<file path="config.mk">
export PLATFORM = sky130hd
export DESIGN_NAME = cache_tag_lookup
export DESIGN_NICKNAME = d
export VERILOG_FILES = /design/src/rtl/cache_pkg.sv /design/src/rtl/cache_tag_lookup_or.sv /design/src/rtl/cache_tag_lookup.sv
export SDC_FILE = /design/constraint.sdc
export NUM_CORES = 1
export LEC_CHECK = 0
export CAP_MARGIN = 10
export CORE_ASPECT_RATIO = 1.5
export CORE_MARGIN = 2
export CORE_UTILIZATION = 45
export DETAILED_ROUTE_END_ITERATION = 12
export PLACE_DENSITY_LB_ADDON = 0.2
export RECOVER_POWER = 25
export SLEW_MARGIN = 30
export SYNTH_ARGS = -nofsm -noshare
export SYNTH_HDL_FRONTEND = slang
export SYNTH_HIERARCHICAL = 1
export SYNTH_SLANG_ARGS = --single-unit
</file>
<file path="constraint.sdc">
create_clock -name CLK -period 7.05 [get_ports CLK]
set_input_delay 0.705 -clock CLK [delete_from_list [all_inputs] [get_ports CLK]]
set_output_delay 0.705 -clock CLK [all_outputs]
set_load 0.05 [all_outputs]
</file>
<file path="src/rtl/cache_pkg.sv">
// Shared constants and the response layout for the set-associative tag lookup stage.
// Widths are derived from the geometry so the controller and this stage agree on field sizes.
package cache_pkg;

    localparam int CACHE_WAYS      = 4;
    localparam int CACHE_SETS      = 16;
    localparam int CACHE_TAG_WIDTH = 8;

    // A single-entry dimension still needs a one-bit index to stay a legal vector.
    function automatic int index_width(input int n);
        return (n > 1) ? $clog2(n) : 1;
    endfunction

    localparam int CACHE_SET_W = index_width(CACHE_SETS);
    localparam int CACHE_WAY_W = index_width(CACHE_WAYS);

    typedef enum logic {
        REQ_LOOKUP = 1'b0,
        REQ_ALLOC  = 1'b1
    } req_kind_e;

    typedef struct packed {
        logic                   valid;
        logic                   hit;
        logic                   filled;
        logic [CACHE_WAY_W-1:0] way;
        logic [0:CACHE_WAYS-1]  match;
    } cache_resp_t;

endpackage

</file>
<file path="src/rtl/cache_tag_lookup_or.sv">
// N-input OR reduction that turns the per-way match vector into a single hit flag.
module cache_tag_lookup_or #(
    parameter int SIZE = 4
) (
    input  logic [SIZE-1:0] data,
    output logic            result
);

    assign result = |data;

endmodule

</file>
<file path="src/rtl/cache_tag_lookup.sv">
// Set-associative tag store with registered per-way match output and round-robin fill.
// One request per cycle; the output register is a single-entry stage without skid buffer.
module cache_tag_lookup
    import cache_pkg::*;
#(
    parameter int WAYS      = CACHE_WAYS,
    parameter int SETS      = CACHE_SETS,
    parameter int TAG_WIDTH = CACHE_TAG_WIDTH
) (
    input  logic                         CLK,
    input  logic                         RESET,
    input  logic                         REQ_VALID,
    output logic                         REQ_READY,
    input  logic                         REQ_FILL,
    input  logic [index_width(SETS)-1:0] REQ_SET,
    input  logic [TAG_WIDTH-1:0]         REQ_TAG,
    input  logic                         FLUSH,
    output logic                         RESP_VALID,
    input  logic                         RESP_READY,
    output logic [0:WAYS-1]              RESP_MATCH,
    output logic                         RESP_HIT,
    output logic                         RESP_FILLED,
    output logic [index_width(WAYS)-1:0] RESP_WAY
);

    localparam int SET_W = index_width(SETS);
    localparam int WAY_W = index_width(WAYS);

    logic [TAG_WIDTH-1:0] tag_q    [SETS][WAYS];
    logic [0:WAYS-1]      valid_q  [SETS];
    logic [WAY_W-1:0]     victim_q [SETS];

    logic [0:WAYS-1]  cmp_match;
    logic             cmp_hit;
    logic [WAY_W-1:0] cmp_way;
    logic [WAY_W-1:0] victim;
    logic [0:WAYS-1]  fill_onehot;
    logic             accept;
    logic             fill_miss;
    req_kind_e        req_kind;

    assign REQ_READY = !RESP_VALID || RESP_READY;
    assign accept    = REQ_VALID && REQ_READY && !RESET;
    assign req_kind  = REQ_FILL ? REQ_ALLOC : REQ_LOOKUP;
    assign victim    = victim_q[REQ_SET];

    always_comb begin
        cmp_match = '0;
        for (int i = 0; i < WAYS; i++) begin
            cmp_match[i] = valid_q[REQ_SET][i] && (tag_q[REQ_SET][i] == REQ_TAG);
        end
    end

    // Walk downward so the lowest matching way wins if duplicates ever exist.
    always_comb begin
        cmp_way = '0;
        for (int i = WAYS - 1; i >= 0; i--) begin
            if (cmp_match[i]) begin
                cmp_way = WAY_W'(i);
            end
        end
    end

    always_comb begin
        fill_onehot         = '0;
        fill_onehot[victim] = 1'b1;
    end

    assign cmp_hit   = |cmp_match;
    assign fill_miss = (req_kind == REQ_ALLOC) && !cmp_hit;

    // Valid bits, victim pointers and the response register share one reset domain.
    always_ff @(posedge CLK) begin
        if (RESET) begin
            for (int s = 0; s < SETS; s++) begin
                valid_q[s]  <= '0;
                victim_q[s] <= '0;
            end
            RESP_VALID  <= 1'b0;
            RESP_MATCH  <= '0;
            RESP_FILLED <= 1'b0;
            RESP_WAY    <= '0;
        end else begin
            if (FLUSH) begin
                for (int s = 0; s < SETS; s++) begin
                    valid_q[s] <= '0;
                end
            end else if (accept && fill_miss) begin
                valid_q[REQ_SET][victim] <= 1'b1;
            end

            // The pointer advances even when a coincident flush discards the write.
            if (accept && fill_miss) begin
                victim_q[REQ_SET] <= victim + WAY_W'(1);
            end

            if (accept) begin
                RESP_VALID  <= 1'b1;
                RESP_MATCH  <= fill_miss ? fill_onehot : cmp_match;
                RESP_FILLED <= fill_miss;
                RESP_WAY    <= fill_miss ? victim : cmp_way;
            end else if (RESP_READY) begin
                RESP_VALID <= 1'b0;
            end
        end
    end

    // Tag contents are deliberately left out of reset; valid bits alone gate them.
    always_ff @(posedge CLK) begin
        if (!RESET && !FLUSH && accept && fill_miss) begin
            tag_q[REQ_SET][victim] <= REQ_TAG;
        end
    end

    cache_tag_lookup_or #(
        .SIZE(WAYS)
    ) u_hit_or (
        .data  (RESP_MATCH),
        .result(RESP_HIT)
    );

endmodule

</file>
==> results of run 1 <==
-- worst max-delay path, delay by kind of cell --
family,cells,cell delay (ps)
AOI/OAI and AO/OA,3,1070
buffers and inverters,3,2920
and+or+nand+nor,2,620
-- power groups by stage --
stage | logic [uW] | registers, uW | clock network (uW)
after detailed placement | 491 | 4060 | 0
final | 484 | 3980 | 3220
after floorplan | 300 | 4070 | 0
after global routing | 516 | 3980 | 3390
after CTS | 491 | 3980 | 3260
after global placement | 490 | 4060 | 0
-- synthesized netlist by cell type (5+ instances only) --
library cell	count	area share (%)
nor3_1	40	0.79
and2_1	5	0.12
buf_4	13	0.38
buf_6	10	0.44
a221oi_1	9	0.31
o21ai_0	71	1.4
a31o_2	6	0.21
dfxtp_1	72	5.7
xor2_1	7	0.24
nand2_1	213	3.1
mux2i_1	87	3.4
buf_1	7	0.10
nand2b_1	9	0.22
mux4_2	126	11
a21oi_1	6	0.12
nor2_1	92	1.4
xnor2_1	27	0.93
nor2b_1	10	0.25
o22ai_1	8	0.20
o21bai_1	16	0.47
clkbuf_1	38	0.56
buf_2	25	0.49
a22oi_1	23	0.68
mux2_2	11	0.49
a22o_1	7	0.24
edfxtp_1	544	64
nand3_1	6	0.12
inv_1	7	0.10
-- kinds of logic (layout without fill, tap and decap cells) --
group	Yosys count	in the layout
AOI/OAI and AO/OA	175	175
xor gates and xnor gates	34	34
adders and majority gates	4	4
buffers and inverters	112	175
DFF	616	616
muxes	224	224
and+or+nand+nor	398	398
-- state kept, by name, summed over array words and instances (netlist names) --
signal,flops
RESP_FILLED,1
tag_q,512
RESP_MATCH,4
RESP_WAY,2
RESP_VALID,1
victim_q,32
valid_q,64
-- how the worst min path moves through the flow --
stage / startpoint / endpoint / slack (ps) / cells after the start
2_1_floorplan: valid_q[10][0]$_DFF_P_ / valid_q[10][0]$_DFF_P_ / 420 / 2
3_3_place_gp: valid_q[3][1]$_DFF_P_ / valid_q[3][1]$_DFF_P_ / 430 / 2
3_5_place_dp: valid_q[14][1]$_DFF_P_ / valid_q[14][1]$_DFF_P_ / 440 / 2
4_1_cts: valid_q[14][1]$_DFF_P_ / valid_q[14][1]$_DFF_P_ / 460 / 2
5_1_grt: valid_q[2][1]$_DFF_P_ / valid_q[2][1]$_DFF_P_ / 480 / 2
6_report: valid_q[14][1]$_DFF_P_ / valid_q[14][1]$_DFF_P_ / 450 / 2
-- layer usage --
metal  global-route usage (%)  share of wire, %
met1                     28.0                39
met2                     40.0                52
met3                     2.45               4.7
met4                     8.67               3.9
met5                        0                 0
-- per-stage QoR --
| stage | hold slack [ps] | area, um2 |
|---|---|---|
| finish | 453 | 28300 |
| global route | 482 | 28300 |
| detailed placement | 442 | 26400 |
| global placement | 429 | 26400 |
| floorplan | 420 | 25500 |
| CTS | 457 | 28400 |
-- final cells by class --
type / instances / area [um2] / area share, %
Inverter: 10 / 37.5 / 0.133
Clock buffer: 68 / 1470 / 5.18
Tap cell: 756 / 946 / 3.34
Timing Repair Buffer: 67 / 539 / 1.90
Sequential cell: 616 / 17800 / 62.8
Clock inverter: 30 / 455 / 1.61
Multi-Input combinational cell: 835 / 7100 / 25.1
==> out/results.tsv, run 1 <==
metric	value	unit
gp_congestion	0.836	
fin_tns_setup	0	ps
fin_cells	2382	
endpoint_kind	register	
ys_ff_latch	616	
die_area	58600	um2
critPathSlowestCell	clkbuf_1	
worstMarginPinSlew	2620	ps
first_global_vias	14200	
vias	13800	
p_sw_share	21.2	%
wire_per_inst	26.9	um
via_per_inst	5.81	
synth_xor_area_share	1.17	%
worstSkewPairLatency	600	ps
numCtsBuffers	54	
r2r.worst_path.cells	9	
power.internal	6050	uW
routed_wirelength	64000	um
first_iter_violations	1016	
globalRouteOverflowTotal	0	
finalPower	7680	uW
final_cell_mix	edfxtp_1 (544), nand2_1 (213), mux4_2 (126), nor2_1 (88), mux2i_1 (87)	
required	7320	ps
p_leak	0.00901	uW
worstPathArrival	5400	ps
io_pins	28	
synth_warnings	6	
drive_gt1_share	17.2	%
rr_endpoint	tag_q[11][2]$_DFFE_PP_	
final_common_cell	edfxtp_1	
dr.pass1.iters	5	
postCtsHoldBufs	0	
fin_crit_sh	72.8	%
synth_top_family_by_area	multiplexers	
p_clk_share	41.9	%
post-place-ws	1610	ps
netlist_instances	1563	
status	complete, but fails checks	
peakVddDrop	0.165	mV
fmax	195	MHz
avgSynthCellArea	16.3	um2
worstPathCellList	clkbuf_1 > inv_1 > a211o_1 > a211oi_1 > a31oi_4 > nand4_4 > buf_4 > nor2_1	
clkTransAtPathRegs	70	ps
async_flop_share	0	%
core_area	55800	um2
hold_class	reg2reg	
rsz0062_at_grt	no	
hold_viol_final	0	
die_width	198	um
final_nets	1606	
worst_slack	1920	ps
clk_path_buf_depth	3	
power_frac_comb	6.3	%
period_needed	5130	ps
power_density	271	nW/um2
post_cts_buffers	0	
hpwl	41300	um
synth_compound_area_share	4.65	%
postLayoutCoreUtil	50.7	%
cts.sinks	616	
maxSlewViolCount	257	
regToRegSetupSlack	3140	ps
synth_edf_count	544	
worstSetupEndpoint	tag_q[6][20]$_DFFE_PP_	
area_growth	11.1	%
synthesis.area	25500	um2
seq_area_frac_synth	69.7	%
grt_max_degree	80	
startpoint	REQ_TAG[5]	
synth_mux_area_share	15.0	%
fillers	4592	
synthAdderAreaFrac	0.196	%
synth_ff_type	edfxtp_1	
dp_cells	2284	
critPathKind	in2reg	
ctsResizeCount	0	
finalSetupViolations	0	
violations	max-capacitance violations, max-slew violations	
cap_violations	8	
die_h	296	um
power_switching	1630	uW
portBuffers	27	
worstReg2RegStart	tag_q[8][24]$_DFFE_PP_	
antenna_found_initial	0	
slowest_delay	1680	ps
fin_skew	21.1	ps
row_count	106	
crit_fanout	50	
yosysUniqueCellTypes	64	
antenna_cells	0	
cts_max_level	2	
p_seq_share	51.8	%
antenna_left	0	
grt_pass1_wl	95000	um
synth_nets	1585	
synth-simple-area-share	6.70	%
crit_path_start_kind	primary input	
initial_core_util	45.7	%
drc	0	
cts_tree	done	
maxSlewHeadroom	-74.8	%
grt_usage	22.4	%
root_buffer	clkbuf_16	
(Power assumes the default switching activity.)
==> run 2, diff against run 1 <==
==> constraint.sdc (replaced) <==
create_clock -name CLK -period 4.97 [get_ports CLK]
set_input_delay 0.497 -clock CLK [delete_from_list [all_inputs] [get_ports CLK]]
set_output_delay 0.497 -clock CLK [all_outputs]
set_load 0.05 [all_outputs]
==> out/results.tsv, run 2 (synthesized netlist as in run 1, its figures left out) <==
metric	value	unit
seqCellArea	17800	um2
post-place-ws	358	ps
antenna_left	0	
drive_gt1_share	19.2	%
row_count	106	
post_cts_buffers	0	
critical_path_buf_inv_count	4	
io_pins	28	
die_width	198	um
crit_fanout	30	
status	complete, but fails checks	
via_per_inst	5.79	
worstPathArrival	4460	ps
cts_tree	done	
grt_max_degree	53	
numCtsBuffers	54	
peakVddDrop	0.244	mV
hpwl	43900	um
rr_endpoint	tag_q[6][3]$_DFFE_PP_	
largest_register	tag_q	
worstPathCellList	clkbuf_1 > inv_1 > a211o_1 > a211oi_1 > a31oi_4 > nand4_4 > buf_4 > buf_4 > o21bai_1	
dr.pass1.iters	5	
grt_usage	23.0	%
critPathKind	in2reg	
postPlaceCellArea	26900	um2
largestRegisters	tag_q x512, valid_q x64, victim_q x32	
final_cell_mix	edfxtp_1 (544), nand2_1 (213), mux4_2 (126), nor2_1 (91), mux2i_1 (87)	
fin_tns_setup	0	ps
fin_skew	21.4	ps
final_common_cell	edfxtp_1	
clkTransAtPathRegs	70	ps
fin_crit_sh	83.1	%
p_sw_share	22.1	%
crit_path_start_kind	primary input	
globalRouteOverflowTotal	0	
portBuffers	27	
finalSetupViolations	0	
worstReg2RegStart	valid_q[15][3]$_DFF_P_	
cpMostUsedCell	buf_4	
p_leak	0.00920	uW
hold_class	reg2reg	
first_global_vias	14500	
power_density	371	nW/um2
die_h	296	um
p_clk_share	39.9	%
power_frac_comb	6.9	%
vias	14100	
required	5300	ps
initial_core_util	45.7	%
wire_per_inst	27.1	um
root_buffer	clkbuf_16	
violations	max-capacitance violations, max-slew violations	
grt_pass1_wl	97400	um
antenna_cells	0	
worstMarginPinSlew	1870	ps
min_from	valid_q[14][0]$_DFF_P_	
maxSlewHeadroom	-24.6	%
largest_reg_flops	512	
area_growth	12.1	%
r2r.worst_path.cells	9	
holdPathStages	2	
die_area	58600	um2
regToRegSetupSlack	1210	ps
worst_slack	841	ps
cap_violations	3	
clk_path_buf_depth	3	
endpoint_kind	register	
critPathTopFamily	buffers and inverters	
final_nets	1657	
maxSlewViolCount	87	
cts.sinks	616	
postCtsHoldBufs	0	
stdcell_area	28600	um2
fillers	4584	
multi_input_area	7080	um2
power_switching	2350	uW
antenna_found_initial	1	
drc	0	
gp_congestion	0.854	
hold_viol_final	0	
worstSkewPairLatency	600	ps
core_area	55800	um2
power.internal	8270	uW
critPathSlowestCell	clkbuf_1	
rsz0062_at_grt	no	
routed_wirelength	65900	um
ctsResizeCount	0	
hold_end	valid_q[14][0]$_DFF_P_	
period_needed	4130	ps
crit_cells	9	
first_iter_violations	1392	
cts_max_level	2	
fmax	242	MHz
slowest_delay	1310	ps
p_seq_share	53.2	%
==> run 2: changes by cell type in the layout (fill, tap and decap cells not counted), sizes merged <==
cell | before | now
bufinv | 12 | 6
buf | 36 | 89
clkdlybuf4s50 | 15 | 14
clkbuf | 84 | 86
inv | 9 | 10
clkinvlp | 2 | 5
==> run 2: layer usage <==
metal	up-vias	wire length, um	GRT usage, %
met5	-	14	0
met4	2	2980	9.87
met3	141	2890	2.41
met2	475	33900	39.9
met1	7275	26100	29.5
li1	6188	-	-
==> run 2: power groups by stage <==
stage	Clock (uW)	Combinational [uW]	Sequential, uW
after detailed placement	0	735	5760
after floorplan	0	425	5770
final	4240	727	5650
after global placement	0	729	5760
after global routing	4490	773	5640
after CTS	4300	735	5640
==> run 2: worst reg2reg max path, stage by stage (launching register included) <==
cell      delay, ps
dfxtp_1         330
mux4_2          460
a22o_1          270
nor2b_1         130
or3b_2          470
o211ai_1        110
or4_1           290
nand4_4         280
buf_12          280
nor2_1          750
==> run 2: metrics by stage <==
| step | std cells | util (%) | hold slack (ps) | total power, uW |
|---|---|---|---|---|
| 2_1_floorplan | 1563 | - | 420 | 6200 |
| 3_3_place_gp | 2335 | 48.1 | 428 | 6490 |
| 3_5_place_dp | 2335 | 48.1 | 439 | 6490 |
| 4_1_cts | 2434 | 51.3 | 378 | 10700 |
| 5_1_grt | 2434 | 51.2 | 477 | 10900 |
| 6_report | 2434 | 51.2 | 453 | 10600 |
==> run 2: final cells by class <==
cell class              count  share of cell area [%]
repair buffers            118                    3.44
well taps                 756                    3.31
clock inverters            28                    1.10
inverters                  10                   0.131
flip-flops and latches    616                    62.2
multi-input cells         835                    24.8
clock buffers              71                    5.06
==> run 2: how the worst max path moves through the flow <==
stage                           from                       endpoint  slack (ps)
final                     REQ_TAG[5]  victim_q[10][0]$_SDFFCE_PN0P_         840
after global routing      REQ_TAG[5]  victim_q[14][0]$_SDFFCE_PN0P_         690
after CTS                 REQ_SET[0]          tag_q[6][3]$_DFFE_PP_         970
after detailed placement  REQ_SET[0]          tag_q[6][3]$_DFFE_PP_         360
after global placement    REQ_SET[0]          tag_q[7][0]$_DFFE_PP_         410
after floorplan           REQ_SET[0]         tag_q[4][24]$_DFFE_PP_         370
==> run 3, diff against run 2 <==
==> constraint.sdc (replaced) <==
create_clock -name CLK -period 4.1 [get_ports CLK]
set_input_delay 0.41 -clock CLK [delete_from_list [all_inputs] [get_ports CLK]]
set_output_delay 0.41 -clock CLK [all_outputs]
set_load 0.05 [all_outputs]
==> out/results.tsv, run 3 (synthesized netlist as in run 1, its figures left out) <==
metric	value	unit
status	complete, but fails checks	
violations	max-capacitance violations, max-slew violations	
globalRouteOverflowTotal	0	
clkTransAtPathRegs	60	ps
fmax	256	MHz
cpMostUsedCell	buf_4	
finalSetupViolations	0	
antenna_cells	0	
critPathKind	reg2reg	
hold_ws	395	ps
final_nets	1718	
die_area	58600	um2
antenna_left	0	
grt_max_degree	65	
final_cell_mix	edfxtp_1 (544), nand2_1 (213), mux4_2 (126), buf_4 (123), mux2i_1 (87)	
initial_core_util	45.7	%
fin_tns_setup	0	ps
finalPower	13000	uW
maxSlewViolCount	27	
first_iter_violations	1156	
period_needed	3900	ps
largestRegisters	tag_q x512, valid_q x64, victim_q x32	
clk_path_buf_depth	3	
cts_max_level	2	
r2r.worst_path.cells	11	
antenna_found_initial	0	
numCtsBuffers	55	
largest_register	tag_q	
grt_pass1_wl	96800	um
crit_fanout	21	
grt_usage	22.8	%
worstMarginPinSlew	1750	ps
area_growth	15.0	%
fin_skew	26.7	ps
rsz0062_at_grt	no	
vias	14400	
cts_tree	done	
drc	0	
peakVddDrop	0.332	mV
holdPathStages	1	
stdcell_area	29300	um2
io_pins	28	
dr.pass1.iters	5	
die_h	296	um
root_buffer	clkbuf_16	
fin_crit_sh	95.2	%
crit_path_start_kind	register	
portBuffers	27	
cts.sinks	616	
required	4320	ps
core_area	55800	um2
largest_reg_flops	512	
ctsResizeCount	0	
postLayoutCoreUtil	52.5	%
postCtsHoldBufs	0	
hold_viol_final	0	
worstPathCellList	mux4_2 > mux2i_1 > buf_4 > nor2b_1 > or3b_2 > o211ai_1 > or4_1 > nand4_4 > buf_4 > buf_12 > nor2_1	
drive_gt1_share	23.5	%
gp_congestion	0.839	
hold_class	in2reg	
final_common_cell	edfxtp_1	
first_global_vias	14700	
postPlaceCellArea	27600	um2
post_cts_buffers	0	
maxSlewHeadroom	-16.8	%
p_leak	0.00953	uW
hpwl	44700	um
cap_violations	1	
slowest_delay	660	ps
worstSkewPairLatency	610	ps
row_count	106	
power_density	444	nW/um2
die_width	198	um
worstPathArrival	4120	ps
via_per_inst	5.75	
wire_per_inst	26.1	um
routed_wirelength	65100	um
endpoint_kind	register	
critPathSlowestCell	nor2_1	
-- run 3: changes by cell type in the layout (fill, tap and decap cells not counted), sizes merged --
cell           before  now
buf                89  142
clkbuf             86   94
clkinvlp            5    3
clkdlybuf4s50      14   15
clkinv             17   19
inv                10   12
-- run 3: path summary, 6_finish.rpt --
check                                             start                      end  slack (ps)
worst max-delay path            tag_q[15][24]$_DFFE_PP_   tag_q[3][30]$_DFFE_PP_         200
worst min-delay path                         REQ_TAG[6]  tag_q[10][30]$_DFFE_PP_         400
worst max register to register  tag_q[15][24]$_DFFE_PP_   tag_q[3][30]$_DFFE_PP_         200
worst min register to register    valid_q[0][1]$_DFF_P_    valid_q[0][1]$_DFF_P_         450
-- run 3: metrics by stage --
stage	instances	setup WS (ps)
after floorplan	1563	45.0
after global placement	2395	-125
after detailed placement	2395	-155
after CTS	2498	190
after global routing	2498	62.3
final	2498	196
-- run 3: final cells by class --
| class | count | area [um2] |
|---|---|---|
| inverter | 10 | 37.5 |
| fill | 4518 | 26500 |
| tap | 756 | 946 |
| clock buffer | 73 | 1490 |
| clock inverter | 30 | 313 |
| timing repair buffer | 178 | 1500 |
| sequential | 616 | 17800 |
| multi-input combinational | 835 | 7240 |
-- run 3: worst max-delay path: cells and delay by family (launching register included) --
family	cells	cell delay, ps
AND/OR/NAND/NOR	5	1760
multiplexers	2	710
buffers and inverters	3	570
flip-flops	1	400
AO/OA/AOI/OAI	1	100
-- run 3: layer usage --
metal	global-route usage, %	part of all wire (%)	vias to the layer above	routed length (um)
li1	-	-	6320	-
met1	28.7	40	7442	25800
met2	39.7	51	449	33100
met3	2.20	4.3	141	2800
met4	10.6	5.3	0	3430
met5	0	0	-	0
-- run 3: where the power goes --
group	total [uW]	internal, uW	switching [uW]
clock network	5250	2940	2300
logic	938	361	578
registers	6840	6840	8.53
total	13000	10100	2890
